### src/rtl/spi_mux_master.sv
// spi_mux_master: mode-0 SPI master shared by NCH requesting channels.
// Channels are granted round-robin from IDLE. A granted channel owns the bus,
// with its select held low, until a word flagged Last has been shifted out.
module spi_mux_master #(
    parameter int NCH   = 2,
    parameter int WIDTH = 8,
    parameter int DIVW  = 4
) (
    input  logic                 Clk,
    input  logic                 nReset,
    input  logic [NCH-1:0]       Req,
    input  logic [NCH-1:0]       Last,
    input  logic [NCH*WIDTH-1:0] TxData,
    input  logic [DIVW-1:0]      Div,
    output logic [NCH-1:0]       Ack,
    output logic [NCH-1:0]       RxValid,
    output logic [WIDTH-1:0]     RxData,
    output logic                 Busy,
    output logic                 SPIClk,
    output logic                 SPIDo,
    input  logic                 SPIDi,
    output logic [NCH-1:0]       SPISel
);

    localparam int OW = (NCH > 1) ? $clog2(NCH) : 1;
    localparam int BW = $clog2(WIDTH + 1);

    typedef enum logic [2:0] {IDLE, SETUP, HIGH, LOW, HOLD, RELEASE} state_e;

    state_e            state_q, state_d;
    logic [OW-1:0]     owner_q, owner_d;
    logic [OW-1:0]     ptr_q, ptr_d;
    logic [WIDTH-1:0]  sh_q, sh_d;
    logic [WIDTH-1:0]  rx_q, rx_d;
    logic              last_q, last_d;
    logic [DIVW-1:0]   div_q, div_d;
    logic [DIVW-1:0]   divcnt_q, divcnt_d;
    logic [BW-1:0]     bitcnt_q, bitcnt_d;

    logic [NCH-1:0]    ack_q, ack_d;
    logic [NCH-1:0]    rxvalid_q, rxvalid_d;
    logic [WIDTH-1:0]  rxdata_q, rxdata_d;
    logic              busy_q, busy_d;
    logic              spiclk_q, spiclk_d;
    logic              spido_q, spido_d;
    logic [NCH-1:0]    spisel_q, spisel_d;

    logic              found, load, done;
    logic [OW-1:0]     pick, cidx, load_ch;
    int unsigned       cand;

    // State and datapath registers with synchronous active-low reset
    always_ff @(posedge Clk) begin
        if (!nReset) begin
            state_q   <= IDLE;
            owner_q   <= '0;
            ptr_q     <= '0;
            sh_q      <= '0;
            rx_q      <= '0;
            last_q    <= 1'b0;
            div_q     <= '0;
            divcnt_q  <= '0;
            bitcnt_q  <= '0;
            ack_q     <= '0;
            rxvalid_q <= '0;
            rxdata_q  <= '0;
            busy_q    <= 1'b0;
            spiclk_q  <= 1'b0;
            spido_q   <= 1'b0;
            spisel_q  <= '1;
        end else begin
            state_q   <= state_d;
            owner_q   <= owner_d;
            ptr_q     <= ptr_d;
            sh_q      <= sh_d;
            rx_q      <= rx_d;
            last_q    <= last_d;
            div_q     <= div_d;
            divcnt_q  <= divcnt_d;
            bitcnt_q  <= bitcnt_d;
            ack_q     <= ack_d;
            rxvalid_q <= rxvalid_d;
            rxdata_q  <= rxdata_d;
            busy_q    <= busy_d;
            spiclk_q  <= spiclk_d;
            spido_q   <= spido_d;
            spisel_q  <= spisel_d;
        end
    end

    // Next-state logic: arbitration, bit timing, shifting and word loading
    always_comb begin
        state_d  = state_q;
        owner_d  = owner_q;
        ptr_d    = ptr_q;
        sh_d     = sh_q;
        rx_d     = rx_q;
        last_d   = last_q;
        div_d    = div_q;
        divcnt_d = divcnt_q;
        bitcnt_d = bitcnt_q;
        load     = 1'b0;
        load_ch  = owner_q;
        done     = 1'b0;
        found    = 1'b0;
        pick     = '0;
        cand     = 0;
        cidx     = '0;

        // first requester at or after the round-robin pointer
        for (int unsigned k = 0; k < NCH; k++) begin
            cand = (32'(ptr_q) + k) % 32'(NCH);
            cidx = OW'(cand);
            if (!found && Req[cidx]) begin
                found = 1'b1;
                pick  = cidx;
            end
        end

        case (state_q)
            IDLE: begin
                if (found) begin
                    state_d = SETUP;
                    owner_d = pick;
                    ptr_d   = (int'(pick) == NCH - 1) ? '0 : pick + 1'b1;
                    div_d   = Div;
                    load    = 1'b1;
                    load_ch = pick;
                end
            end
            SETUP, LOW: begin
                if (divcnt_q == div_q) begin
                    divcnt_d = '0;
                    state_d  = HIGH;
                end else begin
                    divcnt_d = divcnt_q + 1'b1;
                end
            end
            HIGH: begin
                if (divcnt_q == '0) begin
                    rx_d    = rx_q << 1;
                    rx_d[0] = SPIDi;
                end
                if (divcnt_q == div_q) begin
                    divcnt_d = '0;
                    if (bitcnt_q == BW'(WIDTH - 1)) begin
                        done = 1'b1;
                        if (last_q) begin
                            state_d = RELEASE;
                        end else if (Req[owner_q]) begin
                            state_d = LOW;
                            load    = 1'b1;
                        end else begin
                            state_d = HOLD;
                        end
                    end else begin
                        bitcnt_d = bitcnt_q + 1'b1;
                        sh_d     = sh_q << 1;
                        state_d  = LOW;
                    end
                end else begin
                    divcnt_d = divcnt_q + 1'b1;
                end
            end
            HOLD: begin
                if (Req[owner_q]) begin
                    state_d = LOW;
                    load    = 1'b1;
                end
            end
            RELEASE: begin
                if (divcnt_q == div_q) begin
                    divcnt_d = '0;
                    state_d  = IDLE;
                end else begin
                    divcnt_d = divcnt_q + 1'b1;
                end
            end
            default: state_d = IDLE;
        endcase

        // Div is only captured at grant; a reload within a burst keeps it
        if (load) begin
            sh_d     = TxData[int'(load_ch)*WIDTH +: WIDTH];
            last_d   = Last[load_ch];
            bitcnt_d = '0;
            divcnt_d = '0;
        end
    end

    // Registered outputs derived from the upcoming state
    always_comb begin
        busy_d    = (state_d != IDLE);
        spiclk_d  = (state_d == HIGH);
        spido_d   = busy_d ? sh_d[WIDTH-1] : 1'b0;
        spisel_d  = busy_d ? ~(NCH'(1) << owner_d) : '1;
        ack_d     = load ? (NCH'(1) << owner_d) : '0;
        rxvalid_d = done ? (NCH'(1) << owner_q) : '0;
        rxdata_d  = done ? rx_d : rxdata_q;
    end

    assign Ack     = ack_q;
    assign RxValid = rxvalid_q;
    assign RxData  = rxdata_q;
    assign Busy    = busy_q;
    assign SPIClk  = spiclk_q;
    assign SPIDo   = spido_q;
    assign SPISel  = spisel_q;

endmodule

### config.mk
export PLATFORM = sky130hd
export DESIGN_NAME = spi_mux_master
export DESIGN_NICKNAME = d
export VERILOG_FILES = /design/src/rtl/spi_mux_master.sv
export SDC_FILE = /design/constraint.sdc
export NUM_CORES = 1
export LEC_CHECK = 0
export BUFFER_PORTS_ARGS = -buffer_cell sky130_fd_sc_hd__clkbuf_2
export CORE_MARGIN = 4
export CORE_UTILIZATION = 35
export CTS_CLUSTER_DIAMETER = 50
export DETAILED_ROUTE_END_ITERATION = 7
export SYNTH_ARGS = -nofsm -noshare
export SYNTH_HDL_FRONTEND = slang
export SYNTH_SLANG_ARGS = --single-unit
### constraint.sdc
create_clock -name Clk -period 2.1 [get_ports Clk]
set_clock_uncertainty 0.1 [all_clocks]
set_input_delay 0.21 -clock Clk [delete_from_list [all_inputs] [get_ports Clk]]
set_output_delay 0.21 -clock Clk [all_outputs]
set_load 0.02 [all_outputs]
== Word level (Yosys, flattened, before mapping) ==
Cells that the tools add are included.
Cells by class
  $add $sub $neg: 4
  magnitude comparators: 4
  equality and inequality tests: 9
  shift-type cells: 3
  muxes and demuxes: 40
  bitwise logic cells: 3
  reductions and logical operators: 16
Operators by type and width (count)
  $mux 8: 6
  $mux 3: 8
  $mux 1: 23
  $shiftx 16x5->8: 1
  $pmux 3 s5: 1
  $eq 3x2->1 const B: 3
  $add 4x1->4 const B: 2
  $lt 1x2->1 const B: 4
  $reduce_and 2->1: 4
  $eq 3x3->1 const B: 2
  $reduce_and 3->1: 2
  $eq 4x3->1 const B: 1
  $eq 4x4->1: 1
  $logic_not 4->1: 1
  $mux 4: 1
  $reduce_bool 2->1: 2
  $reduce_or 2->1: 2
  $reduce_or 4->1: 1
  $shl 1x1->2 const A: 2
  $eq 3x1->1 const B: 1
  $logic_not 3->1: 1
  $pmux 1 s3: 1
  $reduce_bool 3->1: 1
  $add 1x1->1 const B: 2
  5 further kinds: 6
Word-level totals
  register bits after elaboration: 51
  word-level logic and storage cells: 96

== Logic depth before layout (Yosys ltp) ==
  depth after elaboration: 10
  gate-level depth with buffers: 8
  gate-level depth less buffers: 7

== Least setup slack after synthesis ==
No wires, ideal clock.
  path kind: reg2reg
  start: reg divcnt_q[2]
  end: reg spiclk_q, in the netlist SPIClk
  setup time: 115 ps
  data arrival time: 1978 ps
  required time: 1885 ps
  path slack: -93 ps
  stages on the path, launching flop included: 8
  clock period less this slack: 2193 ps
  cells stage by stage: dfxtp_1 xor2_1 or4_1 buf_6 or3_4 a31oi_4 nor2_1 and2_1
Between the ends
  word-level cells in the longest chain between the ends: 4
RTL lines
  start, declared: line 37  | logic [DIVW-1:0] divcnt_q, divcnt_d;
  start signal, assigned: line 79  | divcnt_q <= divcnt_d;
  $eq 4x4->1 (*): line 132, 144, 172
  $mux 3 (on tied branches): line 172, 132, 144
  $pmux 3 s5 (*): line 120  | case (state_q)
  $eq 3x2->1 (*): line 194  | spiclk_d = (state_d == HIGH);
  end signal, assigned: line 85  | spiclk_q <= spiclk_d;
  end, declared: line 44  | logic spiclk_q, spiclk_d;
Every way passes the cells marked *; elsewhere a longest branch is shown, timed or not.
A chain may end at the register's enable or synchronous reset.

== Final worst setup path ==
  start: reg div_q[1]
  end: reg sh_q[7]
Between the ends
  word-level cells in the longest chain between the ends: 4
RTL lines
  start, declared: line 36  | logic [DIVW-1:0] div_q, div_d;
  start signal, assigned: line 78  | div_q <= div_d;
  $eq 4x4->1 (*): line 144  | if (divcnt_q == div_q) begin
  $mux 1 / $mux 8 (equally long branches): line 144
  $pmux 1 s3 / $mux 8 (equally long branches): line 120
  $mux 8 (*): line 183  | if (load) begin
  end signal, assigned: line 58  | sh_q <= '0;
  end signal, assigned: line 75  | sh_q <= sh_d;
  end, declared: line 33  | logic [WIDTH-1:0] sh_q, sh_d;
Every way passes the cells marked *; elsewhere a longest branch is shown, timed or not. The select of a mux whose other input is x is not followed.

==> results.py <==
metrics = {
    "status": {
        "status": "complete, but fails checks",
        "violations": "setup timing",
    },
    "floorplanning": {
        "start_util": 0.3586,
        "rows": 29,
        "die_w_um": 88.66,
        "core_um2": 6350,
        "io_pins": 44,
        "die-area_um2": 7861,
        "die_y_um": 88.66,
    },
    "synth": {
        "netlist_instances": 236,
        "synth_seq_cells": 51,
        "synthesis.nets": 266,
        "synth_top_area_share": 0.4484,
        "ys_types": 45,
        "synth.area.top_cells": "dfxtp_1, mux2i_1, nor2_1",
        "synth.avg_cell_area_um2": 9.649,
        "seq_area_frac_synth": 0.4484,
        "synth_warnings": 0,
        "netlist_area_um2": 2277,
        "synth_area_leader_cell": "dfxtp_1",
    },
    "final_layout": {
        "area_growth_syn_to_layout_pct": 37.20,
        "final_layout_size_suffix_gt1_frac": 0.4051,
        "final_cell_count_no_fill": 393,
        "fin_area_um2": 3124,
        "final_nets": 345,
        "layout_commonest_cell": "dfxtp_1",
        "fill_cells": 574,
        "final_cell_mix": "dfxtp_1, clkbuf_2, nor2_1, buf_4, mux2i_1",
        "n_antenna_cell": 0,
    },
    "detailed_routing": {
        "vias_per_cell": 4.967,
        "wire_per_inst_um": 13.66,
        "met3_length_um": 219,
        "first_iter_violations": 96,
        "wirelength_um": 5368,
        "top_layer": "met4",
        "num_vias": 1952,
        "drt_first_pass_iters": 4,
        "drc_errors": 0,
        "dr_wl_met2_um": 2675,
        "wl_met1_um": 2405,
        "ant_nets": 0,
    },
    "placed_design": {
        "dpl_cell_area_um2": 2815,
        "dp.cells": 377,
        "place_hpwl_um": 3598,
        "pre_cts_slack_ns": -0.1013,
        "io_buffers": 43,
        "globalplace.congestion": 0.7909,
    },
    "worst_setup_path": {
        "crit_arrival_ns": 2.32,
        "crit_path_max_incr_delay_ns": 0.63,
        "crit_fanout": 7,
        "startpoint_type": "flop",
        "worstPathRequired_ns": 2.21,
        "path_class": "flop to flop",
        "end_kind": "flop",
        "critPathTopFamily": "simple AND/OR/NAND/NOR gates",
        "crit_chain": "xor2_2 > or4_4 > nor3b_4 > buf_4 > mux2i_1 > nand2_1 > o211a_1",
        "path_buf_inv": 1,
        "slowest_stage": "or4_4",
    },
    "sta": {
        "finalHoldViolations": 0,
        "rsz0062_at_grt": "true",
        "finalSetupViolCount": 20,
        "period_share": 1.052,
        "min_period_ns": 2.209,
        "max_freq_mhz": 452.6,
        "slew_headroom": 0.6463,
        "tns_ns": -1.146,
        "worst_pin_slew_ns": 0.5256,
        "setup_ws_ns": -0.1095,
        "finalHoldWorstSlack_ns": 0.04621,
        "drv_slew": 0,
    },
    "pwr": {
        "power_density_nw_per_um2": 867.2,
        "power.internal_mw": 1.859,
        "power_leakage_nw": 1.387,
        "ir_drop_v": 0.0003779,
        "swShare": 0.3139,
        "seqPwrFrac": 0.413,
        "power_frac_comb": 0.325,
        "power_switching_mw": 0.8505,
        "clockPowerShare": 0.262,
    },
    "clocking": {
        "insertion_delay_ns": 0.31,
        "cts_tree": "built",
        "clockBufferDepth": 2,
        "cts_buffers": 5,
        "clkSinkCount": 51,
        "cts.reportedPaths.clkPinSlew_ns": 0.10,
        "htree_levels": 2,
        "root_buffer": "clkbuf_8",
    },
    "global_routing": {
        "grtUsageTotal": 0.1385,
        "overflow": 0,
        "grt_pass1_vias": 1901,
        "grt_max_degree": 23,
        "antenna_found_initial": 0,
        "grt_pass1_wl_um": 8625,
    },
    "run": {
        "cap_violations": 0,
    },
    "hold_path": {
        "hp-class": "input port to flop",
    },
}
## final cells by class
class	instances	area [um^2]	share of cell area
Clock buffer	5	68.82	0.02203
Clock inverter	3	47.55	0.01522
Inverter	5	18.77	0.006007
Multi-Input combinational cell	166	1245	0.3985
Sequential cell	51	1027	0.3288
Tap cell	77	96.34	0.03084
Timing Repair Buffer	86	620.6	0.1986
## state kept, by name, indices dropped and copies added (netlist names), 2 cells and up
register / count
divcnt_q: 4
bitcnt_q: 4
RxValid: 2
div_q: 4
RxData: 8
state_q: 3
sh_q: 8
Ack: 2
rx_q: 8
SPISel: 2
## power by group through the flow
stage          clock network (mW)  logic, mW  registers [mW]
6_report                    0.710      0.880            1.12
5_1_grt                     0.766      0.956            1.13
4_1_cts                     0.729      0.861            1.12
3_5_place_dp                    0      0.821            1.14
3_3_place_gp                    0      0.812            1.13
2_1_floorplan                   0      0.504            1.16
## per-layer routing
layer,global-route usage,up-vias
met5,0,-
met4,0.03297,0
li1,-,994
met1,0.1675,917
met2,0.2470,35
met3,0.03259,6
## cell families (layout without fill, tap and decap cells)
family,after synthesis,after routing,share of synthesized area
buffers and inverters,19,99,0.04121
flip-flops,51,51,0.4484
AO/OA/AOI/OAI,38,38,0.1330
XOR/XNOR,6,6,0.02308
adder cells (fa/ha/maj),3,3,0.01649
AND/OR/NAND/NOR,88,88,0.1972
multiplexers,31,31,0.1407
## timing repair
action / CTS / global route
hold endpoints to repair: 0 / 0
setup buffers: 4 / 5
resized for setup: 10 / 15
pin swaps: 9 / 11
cloned: 1 / 1
hold buffers: 0 / 0
setup endpoints to repair: 22 / 31
## synth_stat cells (all sizes together)
cell     number
a211oi       14
a21boi        3
a21oi         8
a2bb2oi       1
a31oi         1
and2          2
and3          2
buf           8
clkbuf        6
dfxtp        51
ha            3
inv           5
mux2          8
mux2i        23
nand2        14
nand2b        2
nand3         2
nand3b        2
nand4         2
nor2         43
nor2b         2
nor3          4
nor3b         4
nor4          5
o211a         2
o21a          1
o21ai         3
o221ai        1
o311a         1
o311ai        1
o32ai         1
o41ai         1
or3           1
or3b          1
or4           1
or4b          1
xnor2         1
xor2          5
## worst register-to-register path, delay by kind of cell (launching register included)
family | cells | cell delay [ns]
AO/OA/AOI/OAI | 1 | 0.14
XOR/XNOR | 1 | 0.18
buffers and inverters | 1 | 0.15
flip-flops | 1 | 0.35
multiplexers | 1 | 0.20
AND/OR/NAND/NOR | 3 | 1.01
## through the flow
stage                     utilization  power [mW]
after detailed placement       0.4434       1.959
after global placement         0.4434       1.947
final                          0.4920       2.710
after global routing           0.4920       2.854
after CTS                      0.4763       2.709
after floorplan                     -       1.666
## final timing paths
kind	startpoint	endpoint	slack (ns)	cells past startpoint
setup reg to reg	div_q[1]	sh_q[7]	-0.11	7
hold reg to reg	RxData[6]	RxData[6]	0.40	2
hold / removal	Div[0]	div_q[0]	0.05	3
setup / recovery	div_q[1]	sh_q[7]	-0.11	7
No activity file was read; power rests on OpenSTA's default activity.
